**config.mk**
```make
export PLATFORM = sky130hd
export DESIGN_NAME = hazard_scoreboard
export DESIGN_NICKNAME = d
export VERILOG_FILES = /design/src/rtl/hazard_pkg.sv /design/src/rtl/hazard_cmp.sv /design/src/rtl/hazard_scoreboard.sv
export SDC_FILE = /design/constraint.sdc
export NUM_CORES = 1
export LEC_CHECK = 0
export BUFFER_PORTS_ARGS = -buffer_cell sky130_fd_sc_hd__buf_2
export CORE_ASPECT_RATIO = 1.1
export CORE_UTILIZATION = 55
export DETAILED_ROUTE_END_ITERATION = 6
export PLACE_DENSITY = 0.87
export SLEW_MARGIN = 20
export SYNTH_ARGS = -nofsm -noshare
export SYNTH_HDL_FRONTEND = slang
export SYNTH_HIERARCHICAL = 1
export SYNTH_SLANG_ARGS = --single-unit
```
**constraint.sdc**
```tcl
create_clock -name clk -period 3.7 [get_ports clk]
set_clock_uncertainty 0.05 [all_clocks]
set_input_delay 0.37 -clock clk [delete_from_list [all_inputs] [get_ports clk]]
set_output_delay 0.37 -clock clk [all_outputs]
set_load 0.05 [all_outputs]
```
**src/rtl/hazard_pkg.sv**
```systemverilog
// Shared decode helpers, opcode constants and tracker entry layout for the RAW hazard unit.
package hazard_pkg;

    localparam logic [6:0] OP_LOAD   = 7'b0000011;
    localparam logic [6:0] OP_STORE  = 7'b0100011;
    localparam logic [6:0] OP_BRANCH = 7'b1100011;
    localparam logic [6:0] OP_LUI    = 7'b0110111;
    localparam logic [6:0] OP_AUIPC  = 7'b0010111;
    localparam logic [6:0] OP_JAL    = 7'b1101111;

    typedef struct packed {
        logic       v;
        logic [4:0] rd;
        logic       ld;
    } trk_entry_t;

    typedef enum logic {
        ST_RUN,
        ST_HOLD
    } stall_state_e;

    function automatic logic uses_rs1(input logic [6:0] op);
        return !(op == OP_LUI || op == OP_AUIPC || op == OP_JAL);
    endfunction

    function automatic logic uses_rs2(input logic [6:0] op);
        return ~op[2] & op[5] & (~op[6] | ~op[4]);
    endfunction

    function automatic logic writes_rd(input logic [6:0] op);
        return !(op == OP_STORE || op == OP_BRANCH);
    endfunction

    function automatic logic is_load(input logic [6:0] op);
        return op == OP_LOAD;
    endfunction

endpackage

```
**src/rtl/hazard_cmp.sv**
```systemverilog
// One tracker entry against one source register; x0 never produces a match.
module hazard_cmp (
    input  logic       v_i,
    input  logic [4:0] rd_i,
    input  logic [4:0] rs_i,
    input  logic       uses_i,
    output logic       match_o
);

    assign match_o = uses_i & (rs_i != '0) & v_i & (rd_i == rs_i);

endmodule

```
**src/rtl/hazard_scoreboard.sv**
```systemverilog
// RAW hazard scoreboard beside decode: DEPTH-entry destination tracker, stall and forward selects.
// Define HAZARD_FWD_EN to stall only on load-use and drive forwarding selects.
module hazard_scoreboard
    import hazard_pkg::*;
#(
    parameter int unsigned DEPTH = 3,
    parameter int unsigned CNT_W = 16
) (
    input  logic             clk,
    input  logic             rst_n,
    input  logic             id_valid,
    input  logic [6:0]       id_op,
    input  logic [4:0]       id_rs1,
    input  logic [4:0]       id_rs2,
    input  logic [4:0]       id_rd,
    input  logic             flush,
    output logic             stall,
    output logic [2:0]       fwd_rs1_sel,
    output logic [2:0]       fwd_rs2_sel,
    output logic [CNT_W-1:0] stall_cnt
);

    trk_entry_t       trk_q [DEPTH];
    trk_entry_t       trk_d [DEPTH];
    logic [DEPTH-1:0] m1;
    logic [DEPTH-1:0] m2;
    logic             use1;
    logic             use2;
    logic             hit;
    stall_state_e     state_q, state_d;
    logic [CNT_W-1:0] cnt_q, cnt_d;

    assign use1 = id_valid & uses_rs1(id_op);
    assign use2 = id_valid & uses_rs2(id_op);

    for (genvar k = 0; k < DEPTH; k++) begin : g_cmp
        hazard_cmp u_cmp_rs1 (
            .v_i    (trk_q[k].v),
            .rd_i   (trk_q[k].rd),
            .rs_i   (id_rs1),
            .uses_i (use1),
            .match_o(m1[k])
        );
        hazard_cmp u_cmp_rs2 (
            .v_i    (trk_q[k].v),
            .rd_i   (trk_q[k].rd),
            .rs_i   (id_rs2),
            .uses_i (use2),
            .match_o(m2[k])
        );
    end

`ifdef HAZARD_FWD_EN
    logic f1, f2;

    // Youngest match decides; a load still in EX cannot forward, so its select stays 0.
    always_comb begin
        hit         = (m1[0] | m2[0]) & trk_q[0].ld;
        fwd_rs1_sel = '0;
        fwd_rs2_sel = '0;
        f1          = 1'b0;
        f2          = 1'b0;
        for (int unsigned k = 0; k < DEPTH; k++) begin
            if (m1[k] && !f1) begin
                f1 = 1'b1;
                if (!(k == 0 && trk_q[0].ld)) fwd_rs1_sel = 3'(k + 1);
            end
            if (m2[k] && !f2) begin
                f2 = 1'b1;
                if (!(k == 0 && trk_q[0].ld)) fwd_rs2_sel = 3'(k + 1);
            end
        end
    end
`else
    // The oldest entry writes back this cycle and the regfile reads the new value.
    localparam logic [DEPTH-1:0] LIVE_MASK = {DEPTH{1'b1}} >> 1;

    always_comb begin
        hit         = |((m1 | m2) & LIVE_MASK);
        fwd_rs1_sel = '0;
        fwd_rs2_sel = '0;
    end
`endif

    assign stall     = id_valid & ~flush & hit;
    assign stall_cnt = cnt_q;

    always_comb begin
        trk_d[0] = '0;
        if (id_valid && writes_rd(id_op) && !stall && !flush) begin
            trk_d[0] = {1'b1, id_rd, is_load(id_op)};
        end
        for (int unsigned k = 1; k < DEPTH; k++) begin
            trk_d[k] = trk_q[k-1];
        end
    end

    always_comb begin
        state_d = state_q;
        cnt_d   = cnt_q;
        case (state_q)
            ST_RUN:  if (stall)  state_d = ST_HOLD;
            ST_HOLD: if (!stall) state_d = ST_RUN;
            default: state_d = ST_RUN;
        endcase
        if (stall && cnt_q != '1) cnt_d = cnt_q + 1'b1;
    end

    always_ff @(posedge clk or negedge rst_n) begin
        if (!rst_n) begin
            for (int unsigned k = 0; k < DEPTH; k++) begin
                trk_q[k] <= '0;
            end
            state_q <= ST_RUN;
            cnt_q   <= '0;
        end else begin
            for (int unsigned k = 0; k < DEPTH; k++) begin
                trk_q[k] <= trk_d[k];
            end
            state_q <= state_d;
            cnt_q   <= cnt_d;
        end
    end

endmodule

```
==> summary.txt, run 1 <==
Run status
  • Status: finished, violations left
  • Failing checks: negative hold slack

Clock tree
  • H-tree levels: 1
  • Resize count post-CTS: 0
  • Root Buffer: clkbuf_4
  • Clk_lat worst skew: 0.32 ns
  • Clk sinks: 28
  • CTS buffer count: 3
  • Max clock buf depth: 2
  • Reg clk slew, reported paths: 0.15 ns
  • TritonCTS clock tree: done
  • Hold_buf cts: 0
  • Post-CTS Setup Bufs: 0

Route
  • Residual DRC count: 0
  • Via count: 1381
  • Pre-Repair DR Iteration Count: 4
  • Antenna-violating nets left: 0
  • Routed len/inst: 15.04 microns
  • Vias/cell: 5.978
  • First DRT Iteration DRCs: 21
  • Final wirelength: 3475 microns

Power
  • Cell Int Power: 381.2 uW
  • Sequential share of power: 61.6%
  • Sw Ratio: 27.09%
  • Static leakage: 0.0008514 uW
  • Max IR drop VDD: 0.1827 mV
  • Switching Power: 141.6 uW
  • Comb pwr share: 15.7%
  • Clk pwr share: 22.8%
  • Cell Pwr Density: 279.5 nW/um^2

GRT
  • Overflow after GRT: 0
  • GR Util All Layers: 25.45%
  • Antenna violations before repair: 0
  • Pin count of the biggest net entering global routing: 29
  • Vias in the first global route: 1401
  • First-pass GRT wire length: 5892 microns

Timing
  • Final setup TNS: 0 ns
  • Final period utilization: 71.01%
  • RSZ-0062 raised after global routing: false
  • Final worst slack: 1.073 ns
  • Final Max Slew Viols: 0
  • Tmin final: 2.627 ns
  • Slew @ Worst Pin: 0.6119 ns
  • Worst relative slew slack: 58.89%
  • Finish-stage setup viols: 0
  • Hold_ws: -0.01281 ns
  • Achievable Freq: 380.6 MHz
  • Final hold violations: 14

Logic synthesis
  • Syn_area_per_cell: 10.54 sq um
  • Sequential share of the synthesized area: 43.18%
  • Top FF cell, synth: dfrtp_1
  • Synthesized flop and latch total: 28
  • Async SR Flop Fraction: 100.0%
  • Mapped Cells: 154
  • Post-synthesis cell type count: 41
  • Cell Area, Synth: 1623 sq um
  • Post-synth EDFFs: 0
  • Synth warnings: 6

Die
  • Die Footprint: 3172 sq um
  • Initial Utilization: 58.42%
  • Core Box Area: 2778 sq um
  • Row count: 20
  • Die width: 53.79 microns
  • Die H: 58.97 microns
  • Io pins: 49

Worst setup path
  • Critical path launch point type: input pin
  • Crit Path Max Fanout: 8
  • Crit. End Element: primary output
  • Worst EP arrival: 2.21 ns
  • WS Path Type: input pin to primary output
  • Worst EP required: 3.28 ns

Placed design
  • Placed Cells: 228
  • Pre-CTS WS: 1.049 ns
  • # port buffers: 42
  • DP HPWL: 2822 microns
  • Routability congestion estimate: 0.7749

Finish
  • Layout Nets: 227
  • P&R area growth vs syn: 15.27%
  • Layout Cells excl Fill: 231
  • Layout cells sized above 1: 30.30%
  • Antenna Cells: 0

Run
  • Max Cap Viol: 0

Hold path
  • Min-Delay Path Class: input pin to asynchronous set/reset pin
## Yosys cell counts (all sizes together), types with 6 or more instances
cell type | count | area share (%)
xnor2 | 20 | 11
buf | 6 | 2.8
dfrtp | 28 | 43
o21ai | 7 | 2.4
nor3 | 7 | 2.5
nand3 | 9 | 3.1
## flip-flops by register name (all words and copies together), names as in the netlist
signal     count
stall_cnt     16
trk_d         12
## stage by stage
step / hold WS [ns] / util [%] / area, sq um / power [uW]
final: -0.01281 / 67.34 / 1871 / 522.8
after global routing: 0.02421 / 67.34 / 1871 / 549.6
after CTS: 0.009398 / 67.34 / 1871 / 528.9
after detailed placement: 0.3431 / 66.53 / 1848 / 409.9
after global placement: 0.3464 / 66.53 / 1848 / 405.3
after floorplan: 0.02441 / - / 1642 / 378.5
## cell families (layout without fill, tap and decap cells)
kind of cell | after synthesis | in the layout | share of synthesized area (%)
compound gates | 25 | 25 | 10.10
simple gates | 61 | 61 | 26.45
buf+inv | 11 | 50 | 3.932
flops | 28 | 28 | 43.18
xor+xnor | 22 | 22 | 11.87
other cells | 1 | 6 | 0.2311
mux | 5 | 5 | 3.469
fa+ha+maj | 1 | 1 | 0.7709
## path summary, 6_finish.rpt
| path | cells after the start | slack (ns) | end | from |
|---|---|---|---|---|
| min in group clk | 2 | 0.21 | trk_d[10] | id_rd[2] |
| worst min register to register | 0 | 0.38 | trk_d[6] | trk_d[13] |
| worst max-delay path | 9 | 1.07 | stall | id_op[3] |
| worst max register to register | 7 | 1.45 | stall_cnt[14] | trk_d[1] |
| max in group asynchronous | 1 | 3.20 | stall_cnt[8] | rst_n |
| worst min-delay path | 1 | -0.01 | stall_cnt[14] | rst_n |
## worst max-delay path, cell delays in order
cell,delay (ns)
buf_2,0.11
and4b_1,0.19
a21oi_1,0.11
o21a_1,0.16
o2111ai_1,0.14
nor3b_2,0.29
nor4_4,0.12
nor3b_1,0.36
buf_2,0.34
## placed cells by master (no fill, tap or decap), types with 2 or more instances in the layout
master and count:
and2_1 5, a31oi_1 4, xor2_1 2, mux2_1 2, a21oi_1 5, xnor2_1 20, nand3_1 8, nor2_1 5
clkbuf_4 3, nor3_1 6, nand2_1 4, o2111ai_1 4, conb_1 6, o21a_1 2, inv_1 5, nand3b_1 5
nor4_1 4, buf_2 42, nor3b_2 4, mux2_2 3, dfrtp_1 28, o21ai_0 6, nor4b_1 2, a41oi_1 2
nand4_1 4
## power groups by stage
stage / clock (uW) / combinational (uW) / sequential [uW]
after global routing: 137 / 89.7 / 323
after detailed placement: 0 / 82.2 / 328
after floorplan: 0 / 45.6 / 333
final: 119 / 81.8 / 322
after CTS: 124 / 82.6 / 322
after global placement: 0 / 78.3 / 327
## final cells by class
| type | instances | area, sq um |
|---|---|---|
| well taps | 33 | 41.29 |
| repair buffers | 42 | 210.2 |
| inverters | 5 | 18.77 |
| fillers | 216 | 907.1 |
| multi-input cells | 120 | 877.1 |
| clock buffers | 3 | 22.52 |
| flip-flops and latches | 28 | 700.7 |
## per-layer routing
layer  GRT usage, %  vias up  routed length, microns
met5              0        -                       0
met4          9.023        0                      61
met3          4.359        6                     136
met2          50.44       43                    2002
met1          25.13      687                    1274
li1               -      645                       -
No activity file was read; power rests on OpenSTA's default activity.
==> inputs of run 2 (changes only) <==
--- a/config.mk
+++ b/config.mk
@@ -7,9 +7,9 @@
 export LEC_CHECK = 0
 export BUFFER_PORTS_ARGS = -buffer_cell sky130_fd_sc_hd__buf_2
 export CORE_ASPECT_RATIO = 1.1
-export CORE_UTILIZATION = 55
+export CORE_UTILIZATION = 46
 export DETAILED_ROUTE_END_ITERATION = 6
-export PLACE_DENSITY = 0.87
+export PLACE_DENSITY = 0.77
 export SLEW_MARGIN = 20
 export SYNTH_ARGS = -nofsm -noshare
 export SYNTH_HDL_FRONTEND = slang
==> constraint.sdc (replaced) <==
create_clock -name clk -period 2.4 [get_ports clk]
set_clock_uncertainty 0.05 [all_clocks]
set_input_delay 0.24 -clock clk [delete_from_list [all_inputs] [get_ports clk]]
set_output_delay 0.24 -clock clk [all_outputs]
set_load 0.05 [all_outputs]
==> summary.txt, run 2 (synthesis results as in run 1) <==
Timing
  • Achievable Freq: 444.9 MHz
  • Final period utilization: 93.64%
  • RSZ-0062 raised after global routing: false
  • Final Max Slew Viols: 0 (unchanged)
  • Slew @ Worst Pin: 0.6171 ns (+0.005159 ns)
  • Tmin final: 2.247 ns
  • Final hold violations: 0 (-14)
  • Worst relative slew slack: 58.86% (about the same)
  • Finish-stage setup viols: 0 (unchanged)
  • Final setup TNS: 0 ns (unchanged)
  • Final worst slack: 0.1525 ns (-0.9202 ns)

Placed design
  • DP HPWL: 2596 microns (-8.0%)
  • # port buffers: 42 (unchanged)
  • Pre-CTS WS: 0.05770 ns (-0.9910 ns)
  • Routability congestion estimate: 0.8293 (+7.0%)

GRT
  • Pin count of the biggest net entering global routing: 29 (unchanged)
  • Antenna violations before repair: 0 (unchanged)
  • GRT Max-Usage Layer: met2
  • First-pass GRT wire length: 5727 microns (-2.8%)
  • Vias in the first global route: 1318 (-5.9%)
  • GR Util All Layers: 19.66% (-5.8 points)
  • M1 GR Usage: 24.12% (-1.0 points)
  • Global Route met3 Usage: 1.822% (-2.5 points)
  • M2 GR Usage: 35.63% (-15 points)
  • Overflow after GRT: 0 (unchanged)

Die
  • Row count: 22 (+10%)
  • Die Footprint: 3770 sq um (+19%)
  • Die width: 58.63 microns (+9.0%)
  • Initial Utilization: 48.32% (-10 points)
  • Die H: 64.30 microns (+9.0%)
  • Core Box Area: 3358 sq um (+21%)
  • Io pins: 49 (unchanged)

Finish
  • Layout cells sized above 1: 32.68% (+2.4 points)
  • Fillers: 316 (+46%)
  • Commonest cells after routing, fill and taps aside: 41 x buf_2, 28 x dfrtp_1, 20 x xnor2_1, 8 x nand3_1
  • Final core occ: 58.49% (-8.8 points)
  • Layout Nets: 233 (+2.6%)
  • Area occupied by multi-input gates: 888.4 sq um (+1.3%)
  • Commonest non-fill, non-tap cell in the layout: buf_2
  • Register Area: 700.7 sq um (unchanged)
  • P&R area growth vs syn: 21.05%
  • Number of flip-flops in the largest register: 16 (unchanged)
  • Antenna Cells: 0 (unchanged)

Worst setup path
  • Worst reg2reg setup slack: 0.29 ns (-1.16 ns)
  • Worst stage delay on the critical path: 0.43 ns (+0.07 ns)
  • RR Startpoint: trk_d[1]
  • Worst EP required: 2.11 ns (-1.17 ns)
  • Critical path launch point type: flop
  • Crit path from: trk_d[1]
  • Worst EP arrival: 1.96 ns (-0.25 ns)
  • Crit. End Element: primary output
  • Slowest-stage cell, CP: dfrtp_1
  • Critical-path cell list: xnor2_1 -> o2111ai_1 -> nor3b_2 -> nor4_4 -> nor3b_4 -> buf_4
  • WS Path Type: flop to primary output
  • R2r worst-path depth: 7 (unchanged)
  • Crit Path Max Fanout: 6 (-2)
  • Worst reg2reg path endpoint: stall_cnt[8]
  • Critical path buffer and inverter count: 1 (-1)
  • Top Family by Delay on Critical Path: simple AND/OR/NAND/NOR gates

Route
  • Residual DRC count: 0 (unchanged)
  • Vias/cell: 5.253 (-12%)
  • First DRT Iteration DRCs: 39 (+86%)
  • Pre-Repair DR Iteration Count: 4 (unchanged)
  • Via count: 1329 (-3.8%)
  • Routed len/inst: 13.03 microns (-13%)
  • Final wirelength: 3296 microns (-5.2%)
  • Antenna-violating nets left: 0 (unchanged)

Clock tree
  • H-tree levels: 1 (unchanged)
  • Max clock buf depth: 2 (unchanged)
  • TritonCTS clock tree: done
  • Clk sinks: 28 (unchanged)
  • Root Buffer: clkbuf_4
  • Clk_lat worst skew: 0.33 ns (about the same)
  • CTS buffer count: 3 (unchanged)
  • Reg clk slew, reported paths: 0.14 ns (about the same)

Hold path
  • Hold Crit Start: id_rd[3]
  • Min-Delay Path Class: input pin to flop
  • Hold EP: trk_d[11]
  • Worst hold path stage count: 2

Power
  • Static leakage: 0.0008940 uW (+5.0%)
  • Cell Pwr Density: 435.9 nW/um^2 (+56%)
  • Total power: 856.3 uW (+64%)
  • Max IR drop VDD: 0.2919 mV (+60%)

Run status
  • Status: completed

Run
  • Max Cap Viol: 0 (unchanged)
run 2: changes by cell type in the layout (fill, tap and decap cells not counted), sizes merged:
| cell | previous run | this run |
|---|---|---|
| buf | 42 | 47 |
| dlygate4sd3 | 0 | 1 |
| clkbuf | 3 | 4 |
run 2: how the worst max path moves through the flow:
stage,to,slack [ns],depth (start not counted)
2_1_floorplan,stall_cnt[3],0.03,9
3_3_place_gp,stall_cnt[11],0.14,11
3_5_place_dp,stall_cnt[11],0.06,11
4_1_cts,stall,0.05,6
5_1_grt,stall,0.02,6
6_report,stall,0.15,6
run 2: per-layer routing:
metal | vias up | routed length (microns)
met4 | 0 | 44
met1 | 638 | 1423
met2 | 27 | 1754
met3 | 5 | 74
met5 | - | 0
li1 | 659 | -
run 2: timing repair:
action | CTS | global route
buffers inserted | 0 | 1
hold buffers | 1 | 0
gates resized for setup | 0 | 2
endpoints found under the hold margin | 28 | 0
setup endpoints to repair | 0 | 1
run 2: cell type report:
class	count	share of cell area, %
multi-input combinational	120	45.22
sequential	28	35.67
timing repair buffer	48	13.25
tap	48	3.057
clock buffer	4	1.847
inverter	5	0.9554
run 2: where the power goes:
group	internal [uW]	switching (uW)	total, uW
clock network	93.1	139	232
registers	483	12.5	496
logic	49.5	79.2	129
total	626	230	856
run 2: through the flow:
step / hold slack [ns] / cells / cell area, sq um
4_1_cts: 0.03839 / 252 / 1954
5_1_grt: 0.02605 / 253 / 1964
6_report: 0.04662 / 253 / 1964
2_1_floorplan: -0.1056 / 159 / 1653
3_3_place_gp: 0.2367 / 247 / 1908
3_5_place_dp: 0.2447 / 247 / 1908
==> inputs of run 3 (changes only) <==
--- a/config.mk
+++ b/config.mk
@@ -7,11 +7,10 @@
 export LEC_CHECK = 0
 export BUFFER_PORTS_ARGS = -buffer_cell sky130_fd_sc_hd__buf_2
 export CORE_ASPECT_RATIO = 1.1
-export CORE_UTILIZATION = 46
+export CORE_UTILIZATION = 45
 export DETAILED_ROUTE_END_ITERATION = 6
 export PLACE_DENSITY = 0.77
 export SLEW_MARGIN = 20
 export SYNTH_ARGS = -nofsm -noshare
 export SYNTH_HDL_FRONTEND = slang
-export SYNTH_HIERARCHICAL = 1
 export SYNTH_SLANG_ARGS = --single-unit
==> summary.txt, run 3 <==
Run status
  • Status: finished, violations left
  • Failing checks: design-rule violations

Clock tree
  • CTS buffer count: 3 (unchanged)
  • Post-CTS Setup Bufs: 0 (unchanged)
  • Clk_lat worst skew: 0.31 ns (-0.02 ns)
  • TritonCTS clock tree: done
  • Max clock buf depth: 2 (unchanged)
  • Reg clk slew, reported paths: 0.14 ns (about the same)
  • H-tree levels: 1 (unchanged)
  • Clk sinks: 28 (unchanged)
  • Root Buffer: clkbuf_4

Route
  • Vias/cell: 5.496 (+4.6%)
  • Routed len/inst: 14.37 microns (+10%)
  • Residual DRC count: 5 (+5)
  • Antenna-violating nets left: 0 (unchanged)
  • Pre-Repair DR Iteration Count: 6 (+2)
  • First DRT Iteration DRCs: 81 (+110%)
  • Final wirelength: 3218 microns (-2.4%)
  • Via count: 1231 (-7.4%)

Power
  • Sequential share of power: 58.4% (+0.5 points)
  • Sw Ratio: 26.12% (-0.79 points)
  • Static leakage: 0.0009185 uW (+2.7%)
  • Max IR drop VDD: 0.2065 mV (-29%)
  • Comb pwr share: 15.6% (+0.6 points)
  • Cell Int Power: 625.2 uW (-0.11%)
  • Cell Pwr Density: 470.6 nW/um^2 (+8.0%)
  • Clk pwr share: 25.9% (-1.2 points)
  • Switching Power: 221.0 uW (-4.1%)

Logic synthesis
  • Top cells by area, synth: dfrtp_1 45%, xnor2_1 11%, xor2_1 7.4%, nand4_1 4.1%, nor3_1 2.9%
  • Mapped Cells: 148 (-3.9%)
  • Top FF cell, synth: dfrtp_1
  • Cell taking the most area after synthesis: dfrtp_1
  • Post-synthesis cell type count: 37 (-9.8%)
  • Most common cell in the netlist: dfrtp_1
  • Post-synth top area share: 45.42% (+2.2 points)
  • Cell Area, Synth: 1543 sq um (-4.9%)
  • Async SR Flop Fraction: 100.0% (unchanged)
  • Sequential share of the synthesized area: 45.42% (+2.2 points)
  • Synthesized flop and latch total: 28 (unchanged)
  • Syn_area_per_cell: 10.42 sq um (-1.1%)
  • Synth cell count leaders: 28 x dfrtp_1, 20 x xnor2_1, 13 x xor2_1
  • Synth warnings: 0 (-6)
  • Post-synth EDFFs: 0 (unchanged)

Die
  • Core Box Area: 3153 sq um (-6.1%)
  • Die H: 63.41 microns (-1.4%)
  • Initial Utilization: 48.93% (+0.61 points)
  • Row count: 21 (-4.5%)
  • Io pins: 49 (unchanged)
  • Die width: 57.83 microns (-1.4%)
  • Die Footprint: 3667 sq um (-2.7%)

Finish
  • Final core occ: 57.02% (-1.5 points)
  • Antenna Cells: 0 (unchanged)
  • Number of flip-flops in the largest register: 16 (unchanged)
  • P&R area growth vs syn: 16.54%
  • Finished Cell Area: 1798 sq um (-8.5%)
  • Layout cells sized above 1: 30.00% (-2.7 points)
  • Commonest cells after routing, fill and taps aside: 41 x buf_2, 28 x dfrtp_1, 20 x xnor2_1, 13 x xor2_1, 10 x nand4_1
  • Layout Nets: 218 (-6.4%)
  • Commonest non-fill, non-tap cell in the layout: buf_2

Worst setup path
  • Top Family by Delay on Critical Path: compound AO/OA/AOI/OAI gates
  • Worst EP arrival: 1.96 ns (about the same)
  • Critical path buffer and inverter count: 1 (unchanged)
  • WS Path Type: flop to primary output
  • Worst stage delay on the critical path: 0.44 ns (about the same)
  • Crit. End Element: primary output
  • Critical-path cell list: xnor2_1 -> nand4_1 -> o22ai_1 -> a22oi_4 -> nor2b_1 -> clkbuf_4
  • Critical path launch point type: flop
  • Crit Path Max Fanout: 14 (+8)
  • Slowest-stage cell, CP: dfrtp_1
  • Worst EP required: 2.11 ns (about the same)

Timing
  • Finish-stage setup viols: 0 (unchanged)
  • Slew @ Worst Pin: 0.6205 ns (+0.003416 ns)
  • Final period utilization: 93.64% (about the same)
  • Final hold violations: 0 (unchanged)
  • Tmin final: 2.247 ns (-0.00005700 ns)
  • Worst relative slew slack: 58.63% (-0.23 points)
  • Final Max Slew Viols: 0 (unchanged)
  • Final worst slack: 0.1526 ns (+0.00005700 ns)
  • Final setup TNS: 0 ns (unchanged)
  • Achievable Freq: 445.0 MHz (about the same)
  • Hold_ws: 0.08417 ns (+0.03755 ns)
  • RSZ-0062 raised after global routing: false

Placed design
  • DP Area: 1749 sq um (-8.3%)
  • Pre-CTS WS: 0.2682 ns (+0.2105 ns)
  • Routability congestion estimate: 0.8875 (+7.0%)
  • DP HPWL: 2519 microns (-2.9%)
  • # port buffers: 42 (unchanged)

GRT
  • Antenna violations before repair: 0 (unchanged)
  • GR Util All Layers: 18.84% (-0.83 points)
  • First-pass GRT wire length: 5437 microns (-5.1%)
  • Vias in the first global route: 1208 (-8.3%)
  • Pin count of the biggest net entering global routing: 29 (unchanged)
  • Overflow after GRT: 0 (unchanged)

Run
  • Max Cap Viol: 0 (unchanged)

Hold path
  • Min-Delay Path Class: input pin to flop
==> run 3: power groups by stage <==
| stage | Combinational, uW | Clock, uW | Sequential, uW |
|---|---|---|---|
| 4_1_cts | 133 | 232 | 495 |
| 2_1_floorplan | 77.7 | 0 | 512 |
| 5_1_grt | 145 | 245 | 496 |
| 3_3_place_gp | 129 | 0 | 503 |
| 6_report | 132 | 219 | 494 |
| 3_5_place_dp | 132 | 0 | 504 |
==> run 3: area by class of cell <==
cell class / count / area, sq um
Tap cell: 34 / 42.54
Clock buffer: 4 / 36.28
Fill cell: 282 / 1355
Sequential cell: 28 / 700.7
Inverter: 2 / 7.507
Timing Repair Buffer: 44 / 230.2
Multi-Input combinational cell: 112 / 780.7
==> run 3: cell families after synthesis <==
| kind of cell | share of synthesized area (%) |
|---|---|
| mux | 1.622 |
| xor+xnor | 18.73 |
| compound gates | 5.758 |
| simple gates | 22.22 |
| buf+inv | 5.190 |
| fa+ha+maj | 0.8109 |
| other cells | 0.2431 |
| flops | 45.42 |
==> run 3: routing by layer <==
metal  GRT usage, %  share of wire, %
met1          23.47                41
met2          34.77                53
met3          2.464               6.2
met4          2.679                 0
met5              0                 0
==> run 3: path summary, 6_finish.rpt <==
check | startpoint | end | slack (ns) | cells after the start
min reg2reg | trk_d[13] | trk_d[6] | 0.38 | 0
min in group asynchronous | rst_n | trk_d[1] | 0.40 | 2
max reg2reg | stall_cnt[4] | stall_cnt[1] | 0.38 | 6
min | id_rd[3] | trk_d[11] | 0.08 | 2
max | trk_d[8] | stall | 0.15 | 6
max in group asynchronous | rst_n | trk_d[11] | 1.50 | 2
==> run 3: metrics by stage <==
| stage | power (uW) | instances |
|---|---|---|
| floorplan | 589.7 | 153 |
| global placement | 631.7 | 219 |
| detailed placement | 635.2 | 219 |
| CTS | 859.6 | 224 |
| global route | 886.4 | 224 |
| finish | 846.2 | 224 |
==> run 3: timing repair <==
action                                  CTS  global route
endpoints found under the setup margin    0             1
endpoints found under the hold margin    28             0
hold buffers                              1             0
resized for setup                         0             1
